===== src/rtl/mem_access_unit.sv =====
// Load/store initiator between the CPU datapath and a word-wide, big-endian
// DataMemory with active-low strobes. One request in flight at a time.
// Sub-word stores are done as read-modify-write. Bad requests return an error
// response without strobing memory.
module mem_access_unit #(
  parameter int MEM_BYTES = 64
) (
  input  logic        CLK,
  input  logic        RST,
  input  logic        ReqValid,
  output logic        ReqReady,
  input  logic        ReqWrite,
  input  logic [1:0]  ReqSize,
  input  logic        ReqSigned,
  input  logic [31:0] ReqAddr,
  input  logic [31:0] ReqWData,
  output logic        RespValid,
  output logic [31:0] RespRData,
  output logic        RespError,
  output logic [31:0] MemAddress,
  output logic [31:0] MemWriteData,
  output logic        MemRead,
  output logic        MemWrite,
  input  logic [31:0] MemReadData
);

  typedef enum logic [2:0] {IDLE, RD, RMW_RD, RMW_WR, WR, RESP, ERR} stateT;

  stateT       state;
  logic [1:0]  lSize;
  logic [1:0]  lOff;
  logic        lSigned;
  logic [15:0] lWData;    // only the low half is merged; word stores use ReqWData directly

  logic [32:0] wordEnd;
  logic        reqErr;
  logic [7:0]  selByte;
  logic [15:0] selHalf;
  logic [31:0] loadVal;
  logic [31:0] mergeVal;

  // Validate the incoming request: reserved size, misalignment, or a word that runs past the end of memory
  always_comb begin
    wordEnd = {1'b0, ReqAddr[31:2], 2'b00} + 33'd3;
    reqErr  = (ReqSize == 2'b11)
           || (ReqSize == 2'b01 && ReqAddr[0])
           || (ReqSize == 2'b10 && ReqAddr[1:0] != 2'b00)
           || (wordEnd >= 33'(MEM_BYTES));
  end

  // Big-endian lane select for loads and lane replace for read-modify-write
  always_comb begin
    case (lOff)
      2'd0:    selByte = MemReadData[31:24];
      2'd1:    selByte = MemReadData[23:16];
      2'd2:    selByte = MemReadData[15:8];
      default: selByte = MemReadData[7:0];
    endcase
    selHalf = lOff[1] ? MemReadData[15:0] : MemReadData[31:16];

    case (lSize)
      2'b00:   loadVal = {{24{lSigned & selByte[7]}}, selByte};
      2'b01:   loadVal = {{16{lSigned & selHalf[15]}}, selHalf};
      default: loadVal = MemReadData;
    endcase

    mergeVal = MemReadData;
    if (lSize == 2'b00) begin
      case (lOff)
        2'd0:    mergeVal[31:24] = lWData[7:0];
        2'd1:    mergeVal[23:16] = lWData[7:0];
        2'd2:    mergeVal[15:8]  = lWData[7:0];
        default: mergeVal[7:0]   = lWData[7:0];
      endcase
    end else if (lOff[1]) begin
      mergeVal[15:0] = lWData;
    end else begin
      mergeVal[31:16] = lWData;
    end
  end

  // Access sequencer; every output is registered alongside the state
  always_ff @(posedge CLK) begin
    if (!RST) begin
      state        <= IDLE;
      ReqReady     <= 1'b1;
      RespValid    <= 1'b0;
      RespError    <= 1'b0;
      RespRData    <= '0;
      MemRead      <= 1'b1;
      MemWrite     <= 1'b1;
      MemAddress   <= '0;
      MemWriteData <= '0;
      lSize        <= '0;
      lOff         <= '0;
      lSigned      <= 1'b0;
      lWData       <= '0;
    end else begin
      case (state)
        IDLE: begin
          if (ReqValid && ReqReady) begin
            ReqReady <= 1'b0;
            lSize    <= ReqSize;
            lOff     <= ReqAddr[1:0];
            lSigned  <= ReqSigned;
            lWData   <= ReqWData[15:0];
            if (reqErr) begin
              state     <= ERR;
              RespValid <= 1'b1;
              RespError <= 1'b1;
              RespRData <= '0;
            end else begin
              MemAddress <= {ReqAddr[31:2], 2'b00};
              if (!ReqWrite) begin
                state   <= RD;
                MemRead <= 1'b0;
              end else if (ReqSize == 2'b10) begin
                state        <= WR;
                MemWrite     <= 1'b0;
                MemWriteData <= ReqWData;
              end else begin
                state   <= RMW_RD;
                MemRead <= 1'b0;
              end
            end
          end
        end
        RD: begin
          MemRead   <= 1'b1;
          RespRData <= loadVal;
          RespValid <= 1'b1;
          state     <= RESP;
        end
        RMW_RD: begin
          MemRead      <= 1'b1;
          MemWrite     <= 1'b0;
          MemWriteData <= mergeVal;
          state        <= RMW_WR;
        end
        RMW_WR, WR: begin
          MemWrite  <= 1'b1;
          RespValid <= 1'b1;
          RespRData <= '0;
          state     <= RESP;
        end
        RESP, ERR: begin
          RespValid <= 1'b0;
          RespError <= 1'b0;
          RespRData <= '0;
          ReqReady  <= 1'b1;
          state     <= IDLE;
        end
        default: state <= IDLE;
      endcase
    end
  end

endmodule


===== config.mk =====
export PLATFORM = sky130hd
export DESIGN_NAME = mem_access_unit
export DESIGN_NICKNAME = d
export VERILOG_FILES = /design/src/rtl/mem_access_unit.sv
export SDC_FILE = /design/constraint.sdc
export NUM_CORES = 1
export LEC_CHECK = 0
export BUFFER_PORTS_ARGS = -buffer_cell sky130_fd_sc_hd__buf_4
export CORE_ASPECT_RATIO = 0.75
export CORE_MARGIN = 8
export CORE_UTILIZATION = 39
export DETAILED_ROUTE_END_ITERATION = 8
export GPL_TIMING_DRIVEN = 0
export SETUP_SLACK_MARGIN = 0.2
export SLEW_MARGIN = 10
export SYNTH_ARGS = -nofsm -noshare
export SYNTH_HDL_FRONTEND = slang
export SYNTH_SLANG_ARGS = --single-unit

===== constraint.sdc =====
create_clock -name CLK -period 4.8 [get_ports CLK]
set_clock_uncertainty 0.15 [all_clocks]
set_input_delay 0.24 -clock CLK [delete_from_list [all_inputs] [get_ports CLK]]
set_output_delay 0.24 -clock CLK [all_outputs]
set_load 0.005 [all_outputs]

==> impl_results.md <==
- Final hold violations: 0
- Detailed Routing Iterations Pass 1: 5
- Wl on met1: 11,100 um
- Sequential share of the synthesized area: 0.414
- DRC violations left: 0
- MaxCap Viol Count: 0
- Vias in the first global route: 6,459
- DRT Wirelength: around 24,000 um
- Met3 wire len: 2050 um
- Initial antenna violation count: 0
- Reg-to-Reg Start: state[2]$_SDFFE_PN0P_
- Clock root cell: clkbuf_16
- Post-CTS sizing: 0
- Highest Signal Layer: met4
- GRT Util Overall: 0.247
- Crit Path Class: reg -> reg
- VDD IR max: around 0.26 mV
- H-tree levels: 4
- Number of diodes: 0
- Layout fillers: about 1,400
- Reg clk slew, reported paths: about 0.060 ns
- Chip Width: around 160 um
- Synth Flop Type: dfxtp_1
- Layout Area Growth over Synthesis: 46.9%
- R2R Setup Slk: approximately 2.4 ns
- Slew @ Worst Pin: just under 0.8 ns
- Num CTS Buffers: 17
- Fin Setup TNS: 0 ns
- Number of synthesized flops with an enable pin: 0
- Storage element area: 2460 um^2
- FF-to-FF End: MemWriteData[10]$_SDFFE_PN0P_
- Final nets: 1,071
- Outcome: complete, no violations
- Cell taking the most area after synthesis: dfxtp_1
- Synth cell count leaders: 143 x nand2_1, 123 x dfxtp_1, 48 x o21ai_0
- Power density over the cells: just over 500 nW/um^2
- Mapped cell area: 5950 um^2
- Worst setup SP type: flip-flop
- Synthesized flop and latch total: 123
- Final worst-path cycle share: 0.499
- PortBufs: 201
- Cell variety after synth: 62
- Max Clk Rate: between 400 and 500 MHz
- CTS tree: yes
- Pin count of the biggest net entering global routing: 17
- Synth async-reset ratio: 0
- Final count of negative-setup-slack endpoints: 0
- Ports: 204
- Met2 Wirelength: 10,300 um
- Longest Clk Path Bufs: 2
- Leak pwr: 3.89 nW
- Overflow after GRT: 0
- Synthesized area per cell: 8.41 um^2
- RSZ-0062 raised after global routing: false
- Die footprint: between 15,000 and 20,000 um^2
- DR WL/cell: a little over 20 um
- Gpl congestion: 0.944
- Synth top area share: 0.414
- Worst r2r path cells: 6
- Count leader, synth: nand2_1
- Ys Warns: 0
- Mapped Cells: 707
- Initial core utilization: 0.394
- WHS Path Cells: 3
- Hold Path Class: in -> reg
- Worst Path Required: 4.98 ns
- Vias: 6,260
- CP Capture Type: flip-flop
- Synth area leaders: dfxtp_1 41%, nand2_1 9.0%, mux2i_1 7.1%
- First-pass GRT wire length: around 37,000 um
- Area taken by multi-input logic gates: 3100 um^2
- Worst skew pair latency: 0.42 ns
- DP Wirelength: 18,800 um
- Initial DRC count: 400
- Cell Rows: 39
- Antenna-violating nets left: 0
- Crit path max fanout: 10
- Hold Path Origin: MemReadData[21]
- Fraction of layout cells with a size suffix above 1: 0.299
- Slew Viols, Final: 0
- Worst EP arrival: 2.58 ns
- Rel. slew slack: 0.470
- Post-CTS setup buffers: 0
- Clock sink count: about 120
- Overall power: around 4.4 mW
- Hold Path End: RespRData[21]$_SDFFE_PN0P_
- Die Y: ~120 um
- Vias per inst: 5.28
- CORE AREA: 15,100 um^2
- Minimum clock period: 2.40 ns
layer usage:
layer / global-route usage / vias up
met5: 0 / -
met4: 0.0770 / 0
met3: 0.0800 / 34
met2: 0.368 / 257
met1: 0.333 / 2936
li1: - / 3033
sequential cells by signal (all words and copies together), names as in the netlist:
name	count
MemAddress	30
MemRead	1
MemWrite	1
MemWriteData	32
ReqReady	1
RespError	1
RespRData	32
RespValid	1
lOff	2
lSigned	1
lSize	2
lWData	16
state	3
cells in the final DEF, fill, tap and decap left out, types with 27 or more instances in the layout:
cell type,count
dlygate4sd3_1,40
a21oi_1,36
buf_4,203
dfxtp_1,123
o21ai_0,48
mux2i_1,42
nand2_1,143
and2_1,28
clkbuf_1,27
cell type report:
type                    instances  area share
repair buffers                241       0.219
inverters                      15     0.00644
plain buffers                  61      0.0382
clock inverters                14      0.0223
clock buffers                  17      0.0487
multi-input cells             509       0.355
well taps                     205      0.0294
flip-flops and latches        123       0.282
worst max path at each step:
stage                                      from                             to  slack (ns)
after detailed placement                    RST      RespRData[5]$_SDFFE_PN0P_        2.49
after CTS                 state[2]$_SDFFE_PN0P_  MemWriteData[10]$_SDFFE_PN0P_        2.51
after global routing      state[2]$_SDFFE_PN0P_  MemWriteData[10]$_SDFFE_PN0P_        2.20
after global placement                      RST      RespRData[5]$_SDFFE_PN0P_        2.55
final                     state[2]$_SDFFE_PN0P_  MemWriteData[10]$_SDFFE_PN0P_        2.40
after floorplan            lOff[1]$_SDFFE_PN0P_     RespRData[21]$_SDFFE_PN0P_        3.04
kinds of logic (layout without fill, tap and decap cells):
group / after synthesis / after routing / share of synthesized area
compound gates: 198 / 198 / 0.231
mux: 43 / 43 / 0.0726
flops: 123 / 123 / 0.414
other cells: 1 / 2 / 0.000631
simple gates: 265 / 265 / 0.214
buf+inv: 76 / 348 / 0.0656
xor+xnor: 1 / 1 / 0.00147
power by group:
part | total [mW] | switching (mW) | internal (mW)
clock network | 1.36 | 0.496 | 0.868
registers | 1.31 | 0.113 | 1.19
logic | 1.76 | 1.04 | 0.716
per-stage QoR:
stage | util | setup WS (ns) | std cells | cell area, um^2 | hold slack (ns)
2_1_floorplan | - | 3.04 | 708 | 5950 | 0.226
6_report | 0.579 | 2.40 | 1185 | 8740 | 0.00982
3_3_place_gp | 0.512 | 2.55 | 1114 | 7720 | 0.294
4_1_cts | 0.579 | 2.51 | 1185 | 8740 | 0.000000333
3_5_place_dp | 0.512 | 2.49 | 1114 | 7720 | 0.296
5_1_grt | 0.579 | 2.20 | 1185 | 8740 | 0.0101
timing repair:
action,4_1_cts,5_1_grt
hold buffers,40,0
hold endpoints to repair,41,0
endpoints found under the setup margin,0,0
critical path, stage by stage, from the launching register on:
cell	delay, ns
dfxtp_1	0.32
buf_2	0.19
nor3b_1	0.50
buf_2	0.31
clkbuf_1	0.50
o211ai_1	0.14
mux2i_1	0.21
No activity file was read; power rests on OpenSTA's default activity.
